$ cat src/rtl/noc_rsc_packetizer.sv
// Resource-side NoC transmitter: packet request + payload stream -> HEAD/BODY/TAIL flits.
// Optional flit/packet handshake counters are built in when NOC_PKTZ_STATS_EN is defined.
//
// state     | meaning
// S_IDLE    | waiting for a packet request; HEAD is emitted on handshake
// S_PAYLOAD | forwarding payload words; last word goes out as TAIL
// S_ZTAIL   | zero-length packet; emit a data-less TAIL
module noc_rsc_packetizer #(
  parameter int ROW_N     = 3,
  parameter int COL_M     = 3,
  parameter int CHANNEL_W = 8,
  parameter int FLIT_ID_W = 2,
  parameter int LEN_W     = 4,
  localparam int ROW_ADDR_W  = $clog2(ROW_N),
  localparam int COL_ADDR_W  = $clog2(COL_M),
  localparam int FLIT_DATA_W = CHANNEL_W - FLIT_ID_W
) (
  input  logic                   clk_i,
  input  logic                   rst_ni,
  input  logic [ROW_ADDR_W-1:0]  pkt_dst_row_i,
  input  logic [COL_ADDR_W-1:0]  pkt_dst_col_i,
  input  logic [LEN_W-1:0]       pkt_len_i,
  input  logic                   pkt_vld_i,
  output logic                   pkt_rdy_o,
  input  logic [FLIT_DATA_W-1:0] pl_data_i,
  input  logic                   pl_vld_i,
  output logic                   pl_rdy_o,
  output logic [CHANNEL_W-1:0]   flit_data_o,
  output logic                   flit_vld_o,
  input  logic                   flit_rdy_i
`ifdef NOC_PKTZ_STATS_EN
  ,
  output logic [15:0]            pkt_cnt_o,
  output logic [15:0]            flit_cnt_o
`endif
);

  localparam logic [FLIT_ID_W-1:0] ID_HEAD = FLIT_ID_W'(1);
  localparam logic [FLIT_ID_W-1:0] ID_BODY = FLIT_ID_W'(2);
  localparam logic [FLIT_ID_W-1:0] ID_TAIL = FLIT_ID_W'(3);

  typedef enum logic [1:0] {S_IDLE, S_PAYLOAD, S_ZTAIL} state_t;

  state_t                 state_q, state_d;
  logic [LEN_W-1:0]       rem_q, rem_d;
  logic                   free;
  logic                   load;
  logic [CHANNEL_W-1:0]   load_data;
  logic [FLIT_DATA_W-1:0] head_data;
  logic                   last_word;

  assign free      = !flit_vld_o || flit_rdy_i;
  assign last_word = (rem_q == LEN_W'(1));

  always_comb begin
    head_data = '0;
    head_data[COL_ADDR_W-1:0]          = pkt_dst_col_i;
    head_data[COL_ADDR_W +: ROW_ADDR_W] = pkt_dst_row_i;
  end

  always_comb begin
    state_d   = state_q;
    rem_d     = rem_q;
    load      = 1'b0;
    load_data = '0;
    pkt_rdy_o = 1'b0;
    pl_rdy_o  = 1'b0;
    case (state_q)
      S_IDLE: begin
        pkt_rdy_o = free;
        if (pkt_vld_i && free) begin
          load      = 1'b1;
          load_data = {ID_HEAD, head_data};
          if (pkt_len_i == '0) begin
            state_d = S_ZTAIL;
          end else begin
            rem_d   = pkt_len_i;
            state_d = S_PAYLOAD;
          end
        end
      end
      S_PAYLOAD: begin
        pl_rdy_o = free;
        if (pl_vld_i && free) begin
          load      = 1'b1;
          load_data = {(last_word ? ID_TAIL : ID_BODY), pl_data_i};
          rem_d     = rem_q - LEN_W'(1);
          if (last_word) state_d = S_IDLE;
        end
      end
      S_ZTAIL: begin
        if (free) begin
          load      = 1'b1;
          load_data = {ID_TAIL, {FLIT_DATA_W{1'b0}}};
          state_d   = S_IDLE;
        end
      end
      default: state_d = S_IDLE;
    endcase
  end

  always_ff @(posedge clk_i or negedge rst_ni) begin
    if (!rst_ni) begin
      state_q     <= S_IDLE;
      rem_q       <= '0;
      flit_vld_o  <= 1'b0;
      flit_data_o <= '0;
    end else begin
      state_q <= state_d;
      rem_q   <= rem_d;
      // a load wins over a drain so a consumed register refills in the same cycle
      if (load) begin
        flit_vld_o  <= 1'b1;
        flit_data_o <= load_data;
      end else if (flit_rdy_i) begin
        flit_vld_o  <= 1'b0;
      end
    end
  end

`ifdef NOC_PKTZ_STATS_EN
  logic fire;
  assign fire = flit_vld_o && flit_rdy_i;

  always_ff @(posedge clk_i or negedge rst_ni) begin
    if (!rst_ni) begin
      pkt_cnt_o  <= '0;
      flit_cnt_o <= '0;
    end else if (fire) begin
      flit_cnt_o <= flit_cnt_o + 16'd1;
      if (flit_data_o[CHANNEL_W-1 -: FLIT_ID_W] == ID_TAIL) pkt_cnt_o <= pkt_cnt_o + 16'd1;
    end
  end
`endif

endmodule

$ cat config.mk
export PLATFORM = sky130hd
export DESIGN_NAME = noc_rsc_packetizer
export DESIGN_NICKNAME = d
export VERILOG_FILES = /design/src/rtl/noc_rsc_packetizer.sv
export SDC_FILE = /design/constraint.sdc
export NUM_CORES = 1
export LEC_CHECK = 0
export BUFFER_PORTS_ARGS = -buffer_cell sky130_fd_sc_hd__buf_2
export CAP_MARGIN = 20
export CELL_PAD_IN_SITES_DETAIL_PLACEMENT = 2
export CELL_PAD_IN_SITES_GLOBAL_PLACEMENT = 2
export CORE_MARGIN = 2
export CORE_UTILIZATION = 30
export DETAILED_ROUTE_END_ITERATION = 6
export PLACE_DENSITY_LB_ADDON = 0.08
export SKIP_LAST_GASP = 1
export SLEW_MARGIN = 20
export SYNTH_ARGS = -nofsm -noshare
export SYNTH_HDL_FRONTEND = slang
export SYNTH_SLANG_ARGS = --single-unit
$ cat constraint.sdc
create_clock -name clk_i -period 3 [get_ports clk_i]
set_clock_uncertainty 0.2 [all_clocks]
set_input_delay 0.15 -clock clk_i [delete_from_list [all_inputs] [get_ports clk_i]]
set_output_delay 0.15 -clock clk_i [all_outputs]
set_load 0.03 [all_outputs]
# Word level (Yosys, flattened, before mapping)
# Index checks and enable logic that the tools add are counted.
dict set report classes {
  n_addsub 1
  multipliers 0
  n_div 0
  magnitude_cmp 0
  eq_ne 8
  n_shift 0
  n_mux 23
  bitwise_logic 0
  n_reduce_logical 10
}
# cell count
set op_table {}
lappend op_table {{8-bit case mux with 3 select lines} 1}
lappend op_table {{8-bit 2-to-1 mux} 2}
lappend op_table {{4-bit 2-to-1 mux} 3}
lappend op_table {{2-bit 2-to-1 mux} 5}
lappend op_table {{2-bit inequality test, second input constant} 5}
lappend op_table {{1-bit 2-to-1 mux} 8}
lappend op_table {{4-bit case mux with 2 select lines} 1}
lappend op_table {{4-bit AND reduction} 2}
lappend op_table {{7-bit 2-to-1 mux} 1}
lappend op_table {{2-bit case mux with 3 select lines} 1}
lappend op_table {{4-bit by 1-bit equality test with 1-bit output, second input constant} 1}
lappend op_table {{4-bit logical NOT} 1}
lappend op_table {{2-bit nonzero test} 2}
lappend op_table {{4-bit by 1-bit subtractor with 4-bit output, second input constant} 1}
lappend op_table {{1-bit case mux with 3 select lines} 1}
lappend op_table {{2-bit by 1-bit equality test with 1-bit output, second input constant} 1}
lappend op_table {{2-bit equality test, second input constant} 1}
lappend op_table {{1-bit logical AND} 2}
lappend op_table {{2-bit logical NOT} 1}
lappend op_table {{1-bit logical NOT} 1}
lappend op_table {{1-bit logical OR} 1}
dict set report totals {
  regBits 15
  latchBits 0
  ram_bits 0
  mem_bits_ro 0
  input_bits 19
  output_inout_bits 11
  mem_count 0
}

# Logic depth before layout (Yosys ltp)
# Gate-level depths: netlist (run 1).
dict set report depth {
  ltp_word 6
  ltp_mapped 5
  mapped_depth_nobuf 5
}

# Least setup slack after synthesis (run 1)
# OpenSTA, ideal clock, no wires.
dict set report synth_path {
  kind {reg-to-reg}
  startpoint {reg flit_vld_o}
  endpoint {reg flit_data_o[1]}
  setup_ps 126
  arrival_time_ps 1398
  required_time_ps 2674
  slack_ps 1276
  path_stages_with_launch 6
  path_buffers 1
  cell_sequence {dfrtp_1 nor2b_1 clkbuf_1 a21o_1 and2_0 a221o_1}
}
dict set report synth_between {
  elab_chain_cells 5
  elab_cells_between_ends 11
  classes_between {7 x mux; 4 x reduce/logical}
}
# element line_no
set synth_lines {}
lappend synth_lines {{start: declaration} 29} ;# output logic flit_vld_o,
lappend synth_lines {{start signal: assignment} 106} ;# flit_vld_o <= 1'b0;
lappend synth_lines {{start signal: assignment} 113} ;# flit_vld_o <= 1'b1;
lappend synth_lines {{start signal: assignment} 116} ;# flit_vld_o <= 1'b0;
lappend synth_lines {{1-bit logical NOT (*)} 52} ;# assign free = !flit_vld_o || flit_rdy_i;
lappend synth_lines {{1-bit logical OR (*)} 52}
lappend synth_lines {{1-bit logical AND, on equally long branches} {84, 71}}
lappend synth_lines {{8-bit 2-to-1 mux (tied with other cells)} 84} ;# if (pl_vld_i && free) begin
lappend synth_lines {{8-bit case mux with 3 select lines or 1-bit case mux with 3 select lines (tied branches)} 68} ;# case (state_q)
lappend synth_lines {{end signal: assignment} 114} ;# flit_data_o <= load_data;
lappend synth_lines {{end: declaration} 28} ;# output logic [CHANNEL_W-1:0] flit_data_o,
# Every way passes the cells marked *; elsewhere a longest branch is shown, timed or not.
# A chain may end at the register's enable or synchronous reset.

# Final worst setup path (run 1)
dict set report layout_path {
  startpoint {reg state_q[0]}
  endpoint {reg flit_data_o[1]}
}
dict set report layout_between {
  elab_chain_cells 2
  elab_cells_between_ends 5
  classes_between {2 x eq/ne; 2 x mux; 1 x reduce/logical}
}
# element line_no
set layout_lines {}
lappend layout_lines {{start: declaration} 44} ;# state_t state_q, state_d;
lappend layout_lines {{start signal: assignment} 109} ;# state_q <= state_d;
lappend layout_lines {{2-bit equality test (tied with other cells)} 68}
lappend layout_lines {{8-bit case mux with 3 select lines or 1-bit case mux with 3 select lines (tied branches)} 68}
# Parallel ways exist; a longest one is shown, timed or not.

==> results.cfg, run 1 <==
[setup_path]
rr_worst_depth = 5
required_ns = 2.99
r2r-end = flit_data_o[1]$_DFFE_PN0P_
worstPathMaxFanout = 14
worst_setup_path_end_kind = flop
crit_type = reg -> reg
worstReg2RegStart = state_q[0]$_DFFE_PN0P_
critPathLaunchType = flop
ff2ff_setup_slack_ns = 0.66
cp.arrival_ns = 2.33

[synth]
synth_warnings = 0
ys_seq_elements = 15
synth_cells = 88
synth_nets = 109
syn_avg_cell_area_sq_um = 9.50
syn-cell-area_sq_um = 836
ys_seq_area_share_pct = 44.9
yosysUniqueCellTypes = 32

[hold_path]
hp-start = pkt_len_i[1]
worstHoldPathType = in -> reg
hold_end = rem_q[1]$_DFFE_PN0P_
hold_path_depth = 3

[drt]
route.detailed.drc = 0
antenna_left = 0
wl_mm = 2.64
viasPerCell = 5.27
wire_per_inst_um = 16.3
drt-pass1-iter-count = 4
dr_total_vias = 853
drtIter0Drc = 7

[flow_run]
drv_cap = 0

[final_layout]
areaGrowthSynthToFinish_pct = 38.3
fin_nets = 153
insertedDiodeCount = 0
fillers = 313
layout_commonest_cell = buf_2
layout.cells.non_filler = 162
fin_area_sq_um = 1160
drive_above_1_share_pct = 25.2
final_cell_mix = 29 x buf_2, 15 x dfrtp_1, 13 x dlygate4sd3_1

[place]
hpwl_mm = 1.94
preCtsSetupSlack_ns = 1.22
place.gp.congestion = 0.726
placement.cell_area_sq_um = 1000
dp_cells = 145
numPortBuffers = 29

[global_route]
grt_overflow = 0
grt_pass1_wl_mm = 4.57
track_usage_pct = 18.7
antenna_found_initial = 0
grt_pass1_vias = 924
grt_max_degree = 16

[timing]
hold_viol = 0
tightest_slew_ns = 0.546
finalCriticalPeriod_ns = 2.34
slew_headroom_pct = 63.5
fmax_ghz = 0.427
setup_tns_ns = 0
fin_crit_sh_pct = 78.1
drv_slew = 0
layout_setup_ws_ns = 0.657
rsz0062_at_grt = no
setup_viol = 0

[floorplanning]
core_area_sq_um = 2710
die_x_um = 56.8
pin_count = 30
initial_core_util_pct = 30.8
die_h_um = 56.8
die_area_sq_um = 3220
core.rowCount = 19

[power]
totalPowerFinal_mw = 1.12
p_seq_share_pct = 33.5
ir_worst_vdd_mv = 0.407
power_density_nw_per_um2 = 973
p_leak_nw = 0.543
comb_power_share_pct = 55.3
clkPwrFrac_pct = 11.2
switching_power_mw = 0.533
internal_power_mw = 0.592
swShare_pct = 47.4

[status]
status = finished clean

[cts]
htreeDepth = 1
ctsHoldBuffers = 13
insertion_delay_ns = 0.29
cts.sinks = 15
cts_root_buffer = clkbuf_4
cts_setup_buffers = 0
ctsResizeCount = 0
cts.path.max_buffers = 2
cts_tree = yes
clk_pin_slew_worst_paths_ns = 0.10
cts_buffers = 3
## state kept, by name (all words and copies together), names as in the netlist
register     cells
flit_data_o      8
rem_q            4
state_q          2
flit_vld_o       1
## logic make-up after synthesis
logic type	after synthesis	share of synthesized area, %
compound gates	26	21.9
fa+ha+maj	2	2.99
buf+inv	6	3.74
flops	15	44.9
mux	1	1.20
simple gates	38	25.3
## critical path, cell delays in order (launching register included)
cell and delay [ns]:
dfrtp_1 0.54, o21bai_1 0.25, a21o_1 0.25, and2_0 0.18
a221o_1 0.25, dlygate4sd3_1 0.56
## Yosys cell counts
cell	instances	area [sq um]
a21o_1	1	7.51
a21oi_1	6	30.0
a221o_1	5	50.1
a22o_1	2	17.5
a31oi_1	2	12.5
and2_0	3	18.8
and2_1	1	6.26
buf_2	1	5.00
buf_6	1	11.3
clkbuf_1	1	3.75
dfrtp_1	15	375
ha_1	2	25.0
inv_1	3	11.3
mux2i_1	1	10.0
nand2_1	7	26.3
nand2b_1	5	31.3
nand3_1	4	20.0
nand3b_1	1	7.51
nor2_1	8	30.0
nor2b_1	2	12.5
nor3_1	2	10.0
nor3b_1	1	7.51
nor4_1	1	6.26
nor4_4	1	21.3
o211ai_1	1	7.51
o21ai_0	4	20.0
o21ai_1	1	5.00
o21bai_1	2	15.0
o221ai_1	1	8.76
o311ai_0	1	8.76
or2b_1	1	7.51
or3_1	1	6.26
## routing by layer
layer	GRT usage, %	up-vias	share of wire, %
met5	0	-	0
met4	7.97	0	1.9
met3	3.00	5	3.2
met2	32.1	22	49
met1	23.1	421	46
li1	-	405	-
## worst max path at each step
stage	slack [ns]	cells after the start	end	startpoint
CTS	0.66	5	flit_data_o[1]$_DFFE_PN0P_	state_q[0]$_DFFE_PN0P_
finish	0.66	5	flit_data_o[1]$_DFFE_PN0P_	state_q[0]$_DFFE_PN0P_
detailed placement	1.22	4	flit_data_o[1]$_DFFE_PN0P_	state_q[0]$_DFFE_PN0P_
global route	0.56	5	flit_data_o[2]$_DFFE_PN0P_	state_q[0]$_DFFE_PN0P_
floorplan	1.28	5	flit_data_o[1]$_DFFE_PN0P_	flit_vld_o$_DFFE_PN0P_
global placement	1.27	4	flit_data_o[2]$_DFFE_PN0P_	state_q[0]$_DFFE_PN0P_
## power by group through the flow
stage | Sequential, mW | Clock (mW) | Combinational, mW
floorplan | 0.462 | 0 | 0.329
global placement | 0.376 | 0 | 0.569
detailed placement | 0.380 | 0 | 0.584
CTS | 0.377 | 0.133 | 0.629
global route | 0.391 | 0.139 | 0.691
finish | 0.377 | 0.126 | 0.621
## layout make-up
type	instances	area [sq um]	area share, %
multi-input combinational	67	429	37.1
sequential	15	375	32.5
timing repair buffer	42	275	23.8
tap	31	38.8	3.35
clock buffer	4	26.3	2.27
inverter	3	11.3	0.974
## through the flow
stage                     hold slack (ns)  util (%)
final                              0.0104      42.7
after global routing               0.0524      42.7
after CTS                         0.00778      42.7
after detailed placement           -0.103      36.9
after global placement             -0.112      36.9
after floorplan                    -0.346         -
Note: power is estimated with default switching activity, not from simulation.
==> run 2: changes to the inputs <==
--- a/config.mk
+++ b/config.mk
@@ -10,7 +10,7 @@
 export CELL_PAD_IN_SITES_DETAIL_PLACEMENT = 2
 export CELL_PAD_IN_SITES_GLOBAL_PLACEMENT = 2
 export CORE_MARGIN = 2
-export CORE_UTILIZATION = 30
+export CORE_UTILIZATION = 28
 export DETAILED_ROUTE_END_ITERATION = 6
 export PLACE_DENSITY_LB_ADDON = 0.08
 export SKIP_LAST_GASP = 1
==> constraint.sdc (replaced) <==
create_clock -name clk_i -period 2.25 [get_ports clk_i]
set_clock_uncertainty 0.2 [all_clocks]
set_input_delay 0.1125 -clock clk_i [delete_from_list [all_inputs] [get_ports clk_i]]
set_output_delay 0.1125 -clock clk_i [all_outputs]
set_load 0.03 [all_outputs]
==> run 2 against run 1 <==
- power rose by 29%
- core utilization rose by 0.070 points
- the flow now finishes with violations (DRC)
- die area rose by 6.6%
==> results.cfg, run 2 (synthesis results as in run 1) <==
[power]
p_leak_nw = 0.559
power_density_nw_per_um2 = 1210
ir_worst_vdd_mv = 0.532

[timing]
setup_viol = 0
drv_slew = 0
rsz0062_at_grt = no
tightest_slew_ns = 0.452
setup_tns_ns = 0
fmax_ghz = 0.497
finalCriticalPeriod_ns = 2.01
fin_crit_sh_pct = 89.5
slew_headroom_pct = 69.8
hold_ws_ns = 0.0265
hold_viol = 0

[global_route]
grt_pass1_wl_mm = 4.64
track_usage_pct = 18.1
grt_pass1_vias = 976
grt_max_degree = 16
antenna_found_initial = 0
grt_overflow = 0

[setup_path]
required_ns = 2.28
crit_type = reg -> reg
crit_path_top_delay_cell = dlygate4sd3_1
cp-startpoint = flit_vld_o$_DFFE_PN0P_
worstPathMaxFanout = 7
worst_setup_path_end_kind = flop
worstReg2RegStart = flit_vld_o$_DFFE_PN0P_
critPathLaunchType = flop
path_cells = nor2b_2 > nor2_1 > nand3_1 > dlygate4sd3_1 > a21oi_1
cp.arrival_ns = 2.04
crit_path_max_incr_delay_ns = 0.57

[place]
place.gp.congestion = 0.787
hpwl_mm = 1.85
numPortBuffers = 29

[cts]
cts_tree = yes
clk_pin_slew_worst_paths_ns = 0.10
insertion_delay_ns = 0.29
cts.path.max_buffers = 2
cts.sinks = 15
cts_root_buffer = clkbuf_4
cts_buffers = 3
htreeDepth = 1

[final_layout]
largest_reg_flops = 8
reg_top3 = flit_data_o: 8 flops, rem_q: 4 flops, state_q: 2 flops
insertedDiodeCount = 0
top_register = flit_data_o
fin_nets = 157
layout_commonest_cell = buf_2
fillers = 334
final_cell_mix = 29 x buf_2, 17 x dlygate4sd3_1, 15 x dfrtp_1
areaGrowthSynthToFinish_pct = 43.4
drive_above_1_share_pct = 25.2

[status]
violations = DRC
status = finished, violations left

[drt]
drt-pass1-iter-count = 5
dr_total_vias = 865
wire_per_inst_um = 16.1
wl_mm = 2.67
route.detailed.drc = 2
antenna_left = 0
viasPerCell = 5.21
drtIter0Drc = 24

[floorplanning]
initial_core_util_pct = 29.8
die_x_um = 58.6
core.rowCount = 19
pin_count = 30
core_area_sq_um = 2810
die_h_um = 58.6
die_area_sq_um = 3440

[hold_path]
worstHoldPathType = in -> reg
hp-start = pkt_len_i[0]

[flow_run]
drv_cap = 0
## run 2: cell types whose count changed in the layout (fill, tap and decap cells not counted)
cell | previous run | this run
dlygate4sd3_1 | 13 | 17
nor2b_1 | 2 | 1
nor2b_2 | 0 | 1
## run 2: cell type report
class	count	area [sq um]	share of cell area, %
Timing Repair Buffer	46	315	26.3
Sequential cell	15	375	31.3
Tap cell	31	38.8	3.24
Inverter	3	11.3	0.939
Clock buffer	4	26.3	2.19
Multi-Input combinational cell	67	432	36.0
## run 2: worst paths after layout
check | cells past startpoint | slack, ns | to
worst min register to register | 1 | 0.32 | flit_data_o[4]$_DFFE_PN0P_
worst max register to register | 5 | 0.24 | state_q[1]$_DFFE_PN0P_
max in group asynchronous | 2 | 1.52 | rem_q[1]$_DFFE_PN0P_
worst max-delay path | 5 | 0.24 | state_q[1]$_DFFE_PN0P_
min in group asynchronous | 2 | 0.05 | state_q[1]$_DFFE_PN0P_
worst min-delay path | 3 | 0.03 | rem_q[0]$_DFFE_PN0P_
## run 2: timing repair
action                                  in CTS  in global routing
hold buffers                                16                  1
resized for setup                            0                  1
hold endpoints to repair                    27                  1
endpoints found under the setup margin       0                  1
setup buffers                                0                  0
## run 2: where the power goes
| group | switching (mW) | internal (mW) | leakage (nW) |
|---|---|---|---|
| registers | 0.113 | 0.391 | 0.177 |
| clock network | 0.0939 | 0.0690 | 0.0150 |
| logic | 0.487 | 0.301 | 0.366 |
## run 2: worst max-delay path, delay by kind of cell (launching register included)
family,cells,cell delay (ns)
buffers and inverters,1,0.57
AO/OA/AOI/OAI,1,0.13
AND/OR/NAND/NOR,3,0.64
flip-flops,1,0.40
## run 2: metal layers
layer  GRT usage (%)  up-vias  share of wire (%)
met1            23.2      419                 48
met5               0        -                  0
met2            30.5       25                 46
li1                -      416                  -
met4            5.84        0                1.4
met3            3.52        5                4.0
## run 2: through the flow
step | cells | cell area (sq um) | setup WS, ns | util [%] | total power [mW]
global route | 166 | 1200 | 0.103 | 42.7 | 1.59
detailed placement | 145 | 1000 | 0.440 | 35.6 | 1.28
floorplan | 88 | 836 | 0.526 | - | 1.05
finish | 166 | 1200 | 0.236 | 42.7 | 1.46
global placement | 145 | 1000 | 0.509 | 35.6 | 1.26
CTS | 165 | 1190 | 0.102 | 42.3 | 1.47
